==> src/rtl/sram_arb.sv <==
// Three-port SRAM arbiter: video has fixed priority, CPU/DMA share round-robin.
// Each access is ACCESS_CYCLES strobe cycles, then a DONE/ack cycle, then at least one IDLE cycle.
module sram_arb #(
  parameter int ACCESS_CYCLES = 2,
  parameter int AW            = 17
) (
  input  logic          clk,
  input  logic          rst_n,
  input  logic          vid_req,
  input  logic          cpu_req,
  input  logic          dma_req,
  input  logic [AW-1:0] vid_addr,
  input  logic [AW-1:0] cpu_addr,
  input  logic [AW-1:0] dma_addr,
  input  logic          cpu_we,
  input  logic          dma_we,
  input  logic [7:0]    cpu_wdata,
  input  logic [7:0]    dma_wdata,
  output logic          vid_ack,
  output logic          cpu_ack,
  output logic          dma_ack,
  output logic [7:0]    rdata,
  output logic          cpu_hold,
  output logic [AW-1:0] ext_ad,
  output logic [7:0]    ext_dq_o,
  output logic          ext_dq_oe,
  input  logic [7:0]    ext_dq_i,
  output logic          ext_cs,
  output logic          ext_oe_n,
  output logic          ext_we_n
);

  localparam logic [1:0] IDLE   = 2'd0;
  localparam logic [1:0] ACCESS = 2'd1;
  localparam logic [1:0] DONE   = 2'd2;

  localparam logic [1:0] P_VID = 2'd0;
  localparam logic [1:0] P_CPU = 2'd1;
  localparam logic [1:0] P_DMA = 2'd2;

  logic [1:0]    state;
  logic [1:0]    gnt;
  logic          rr_cpu;
  logic [2:0]    cnt;
  logic          we_q;
  logic [7:0]    wdata_q;
  logic [AW-1:0] addr_q;

  logic          any_req;
  logic [1:0]    nxt_gnt;
  logic [AW-1:0] sel_addr;
  logic          sel_we;
  logic [7:0]    sel_wdata;

  assign any_req = vid_req | cpu_req | dma_req;

  // Video always wins; rr_cpu breaks CPU/DMA ties in favour of the port not served last.
  always_comb begin
    nxt_gnt   = P_VID;
    sel_addr  = vid_addr;
    sel_we    = 1'b0;
    sel_wdata = 8'h00;
    if (vid_req) begin
      nxt_gnt = P_VID;
    end else if (cpu_req && (rr_cpu || !dma_req)) begin
      nxt_gnt   = P_CPU;
      sel_addr  = cpu_addr;
      sel_we    = cpu_we;
      sel_wdata = cpu_wdata;
    end else if (dma_req) begin
      nxt_gnt   = P_DMA;
      sel_addr  = dma_addr;
      sel_we    = dma_we;
      sel_wdata = dma_wdata;
    end
  end

  always_ff @(posedge clk or negedge rst_n) begin
    if (!rst_n) begin
      state   <= IDLE;
      gnt     <= P_VID;
      rr_cpu  <= 1'b1;
      cnt     <= 3'd0;
      we_q    <= 1'b0;
      wdata_q <= 8'h00;
      addr_q  <= '0;
      rdata   <= 8'h00;
    end else begin
      case (state)
        IDLE: begin
          if (any_req) begin
            gnt     <= nxt_gnt;
            addr_q  <= sel_addr;
            we_q    <= sel_we;
            wdata_q <= sel_wdata;
            cnt     <= 3'(ACCESS_CYCLES - 1);
            state   <= ACCESS;
            if (nxt_gnt == P_CPU)
              rr_cpu <= 1'b0;
            else if (nxt_gnt == P_DMA)
              rr_cpu <= 1'b1;
          end
        end
        ACCESS: begin
          if (cnt == 3'd0) begin
            state <= DONE;
            if (!we_q)
              rdata <= ext_dq_i;
          end else begin
            cnt <= cnt - 3'd1;
          end
        end
        DONE:    state <= IDLE;
        default: state <= IDLE;
      endcase
    end
  end

  // Strobes decode straight from the state register so reset clears them asynchronously.
  assign ext_ad    = addr_q;
  assign ext_dq_o  = wdata_q;
  assign ext_cs    = (state == ACCESS) || (state == DONE);
  assign ext_oe_n  = !((state == ACCESS) && !we_q);
  assign ext_we_n  = !((state == ACCESS) && we_q);
  assign ext_dq_oe = ext_cs && we_q;

  assign vid_ack  = (state == DONE) && (gnt == P_VID);
  assign cpu_ack  = (state == DONE) && (gnt == P_CPU);
  assign dma_ack  = (state == DONE) && (gnt == P_DMA);
  assign cpu_hold = cpu_req && !cpu_ack;

endmodule

==> config.mk <==
export PLATFORM = sky130hd
export DESIGN_NAME = sram_arb
export DESIGN_NICKNAME = d
export VERILOG_FILES = /design/src/rtl/sram_arb.sv
export SDC_FILE = /design/constraint.sdc
export NUM_CORES = 1
export LEC_CHECK = 0
export ABC_AREA = 0
export BUFFER_PORTS_ARGS = -buffer_cell sky130_fd_sc_hd__buf_2
export CAP_MARGIN = 25
export CORE_MARGIN = 8
export CORE_UTILIZATION = 46
export CTS_CLUSTER_SIZE = 25
export DETAILED_ROUTE_END_ITERATION = 10
export GPL_ROUTABILITY_DRIVEN = 0
export PLACE_DENSITY = 0.78
export SYNTH_ARGS = -nofsm -noshare
export SYNTH_HDL_FRONTEND = slang
export SYNTH_SLANG_ARGS = --single-unit
==> constraint.sdc <==
create_clock -name clk -period 2.15 [get_ports clk]
set_input_delay 0.43 -clock clk [delete_from_list [all_inputs] [get_ports clk]]
set_output_delay 0.43 -clock clk [all_outputs]
set_load 0.02 [all_outputs]
==> reports/results.ini <==
[yosys]
synth_top_family_by_area = compound AO/OA/AOI/OAI gates
yosys_warnings = 0
synth_top_cell_by_area = dfrtp_1
synth_edf_count = 0
synth-simple-area-share = 0.157
ys.flop_type = dfrtp_1
syn_inst = 258
yosysSeqAreaShare = 0.435
syn-cell-area_um2 = 2420
synth_area_leaders = dfrtp_1, mux2_2, a21oi_1, o22ai_1, nor2_1
synthDominantCellAreaShare = 0.424
synth.avg_cell_area_um2 = 9.38
ys_ff_latch = 42
synthMuxAreaShare = 0.0977
async_flop_share = 1.00
synth_compound_area_frac = 0.209
post_synth_xor_area_fraction = 0
yosysUniqueCellTypes = 39
synth-adder-area-share = 0.0362
syn-num-nets = 347

[power]
ir_drop_mv = 0.674
power.density_nw_per_um2 = 1290
p_leak_nw = 1.60

[place]
port_buffers = 122
dp_hpwl_mm = 5.34

[global_routing]
grt_pass1_wl_mm = 11.1
grt_usage = 0.180
grt_max_degree = 32
grt_antenna_before_repair = 0
gr-total-overflow = 0
grt_pass1_vias = 2475

[final_layout]
finish.utilization = 0.622
fillCellCount = 464
regArea_um2 = 1050
layout-drive-gt1-share = 0.416
diodes = 0
fin_nets = 468
multi_input_area_um2 = 1210
syn_to_final_growth_pct = 31.2

[sta]
rsz0062_at_grt = no
timing.fmax_mhz = 523
fin_skew_ns = 0.00440
tightest_slew_ns = 0.424
holdWs_ns = 0.0428
finalSetupViolations = 0
tns_ns = 0
timing.final.crit_period_ns = 1.91
slew_violations = 0
hold_viol = 0
finalCritPeriodShare = 0.889
slew_headroom = 0.717

[min_path]
min_path_type = input pin to async pin

[worst_setup_path]
critPathSlowestCell = dfstp_2
slowest_delay_ns = 0.59
crit_type = flip-flop to flip-flop
worstPathArrival_ns = 2.12
path_buf_inv = 0
endpoint_kind = flip-flop
path_max_fanout = 11
cp_top_family = simple AND/OR/NAND/NOR gates
start_kind = flip-flop
cp_cell_sequence = nand2b_1, and2_1, nor2b_1, ha_1, o31ai_1
cp_data_required_time_ns = 2.36

[job]
max_cap_viol_count = 0

[routing]
final_antenna_net_count = 0
drcViolationCount = 0
drt-total-wl_mm = 6.77
detail_route.first_pass.iterations = 4
dr_total_vias = 2320
drt_iter0_markers = 93
viasPerCell = 5.16
wl_per_cell_um = 15.0

[floorplanning]
start_util = 0.474
die_w_um = 88.5
die_y_um = 88.5
core_area_um2 = 5110
io_pins = 123
rows = 26
dieArea_um2 = 7840

[clock_network]
clkSlewWorstSetupHoldPaths_ns = 0.08
post-cts-setup-buffers = 0
hold_buffers = 0
insertion_delay_ns = 0.29
cts_made_buffers = 5
clock_sinks = 42
cts_tree = built
cts-root-buf = clkbuf_8
htree_num_levels = 2
cts_repair_resize_count = 0
clk_path_buf_depth = 2

[run_status]
outcome = completed

report_power, final:
| part | switching (mW) | internal, mW |
|---|---|---|
| sequential | 0.217 | 1.19 |
| combinational | 1.32 | 0.846 |
| clock | 0.269 | 0.258 |
cells by family (layout without fill, tap and decap cells):
family / count (synthesis) / after routing
and+or+nand+nor: 76 / 76
muxes: 21 / 21
buffers and inverters: 31 / 153
DFF: 42 / 42
adders and majority gates: 7 / 7
AOI/OAI and AO/OA: 81 / 81
synth_stat cells, types with 2 or more instances:
cell,number
buf_4,4
inv_1,14
or3_1,10
o21ai_1,2
a32oi_1,6
o21ai_0,17
clkbuf_1,3
ha_1,7
a21oi_1,22
nand2b_1,6
buf_2,7
mux2_2,13
nor2_1,25
dfrtp_1,41
mux2_1,8
nor2b_1,5
and2_1,3
a22oi_1,10
o22ai_1,16
nand2_1,20
final timing paths:
path	startpoint	to	slack, ns	cells past startpoint
setup / recovery	rr_cpu	rr_cpu	0.24	5
max in group asynchronous	rst_n	rr_cpu	1.40	2
min in group clk	ext_dq_i[5]	rdata[5]	0.37	2
hold / removal	rst_n	ext_dq_o[4]	0.04	1
hold reg to reg	ext_dq_o[7]	ext_dq_o[7]	0.47	2
setup reg to reg	rr_cpu	rr_cpu	0.24	5
placed cells by master, fill, tap and decap left out, types with 2 or more instances in the layout:
cell type,count
o22ai_1,16
clkbuf_8,6
o21ai_0,17
a32oi_1,6
or3_1,10
mux2_1,8
inv_1,14
nand2b_1,6
a21oi_1,22
mux2_2,13
buf_2,122
nor2_1,25
dfrtp_1,41
ha_1,7
nand2_1,20
nor2b_1,5
a22oi_1,10
buf_4,9
o21ai_1,2
and2_1,3
sequential cells by signal, indices dropped and copies added, names as in the netlist:
| signal | flops |
|---|---|
| cnt | 3 |
| ext_ad | 17 |
| ext_dq_o | 8 |
| gnt | 2 |
| rdata | 8 |
| rr_cpu | 1 |
| state | 2 |
| we_q | 1 |
layout make-up:
cell class	instances	share of cell area
Timing Repair Buffer	131	0.214
Tap cell	70	0.0276
Clock buffer	6	0.0260
Multi-Input combinational cell	185	0.381
Clock inverter	2	0.00394
Sequential cell	42	0.331
Inverter	14	0.0165
routing by layer:
metal	global-route usage	routed length, um	vias to the layer above
li1	-	-	1163
met1	0.209	2850	1064
met2	0.304	3160	87
met3	0.0622	695	6
met4	0.0507	63	0
met5	0	0	-
per-stage QoR:
stage | power, mW | std cells | cell area [um2] | worst slack [ns]
global route | 4.47 | 450 | 3180 | 0.0739
CTS | 4.16 | 450 | 3180 | 0.250
global placement | 3.56 | 442 | 3080 | 0.305
finish | 4.10 | 450 | 3180 | 0.239
detailed placement | 3.62 | 442 | 3080 | 0.272
floorplan | 2.89 | 258 | 2420 | 0.467
Power figures use the tool's default switching activity.
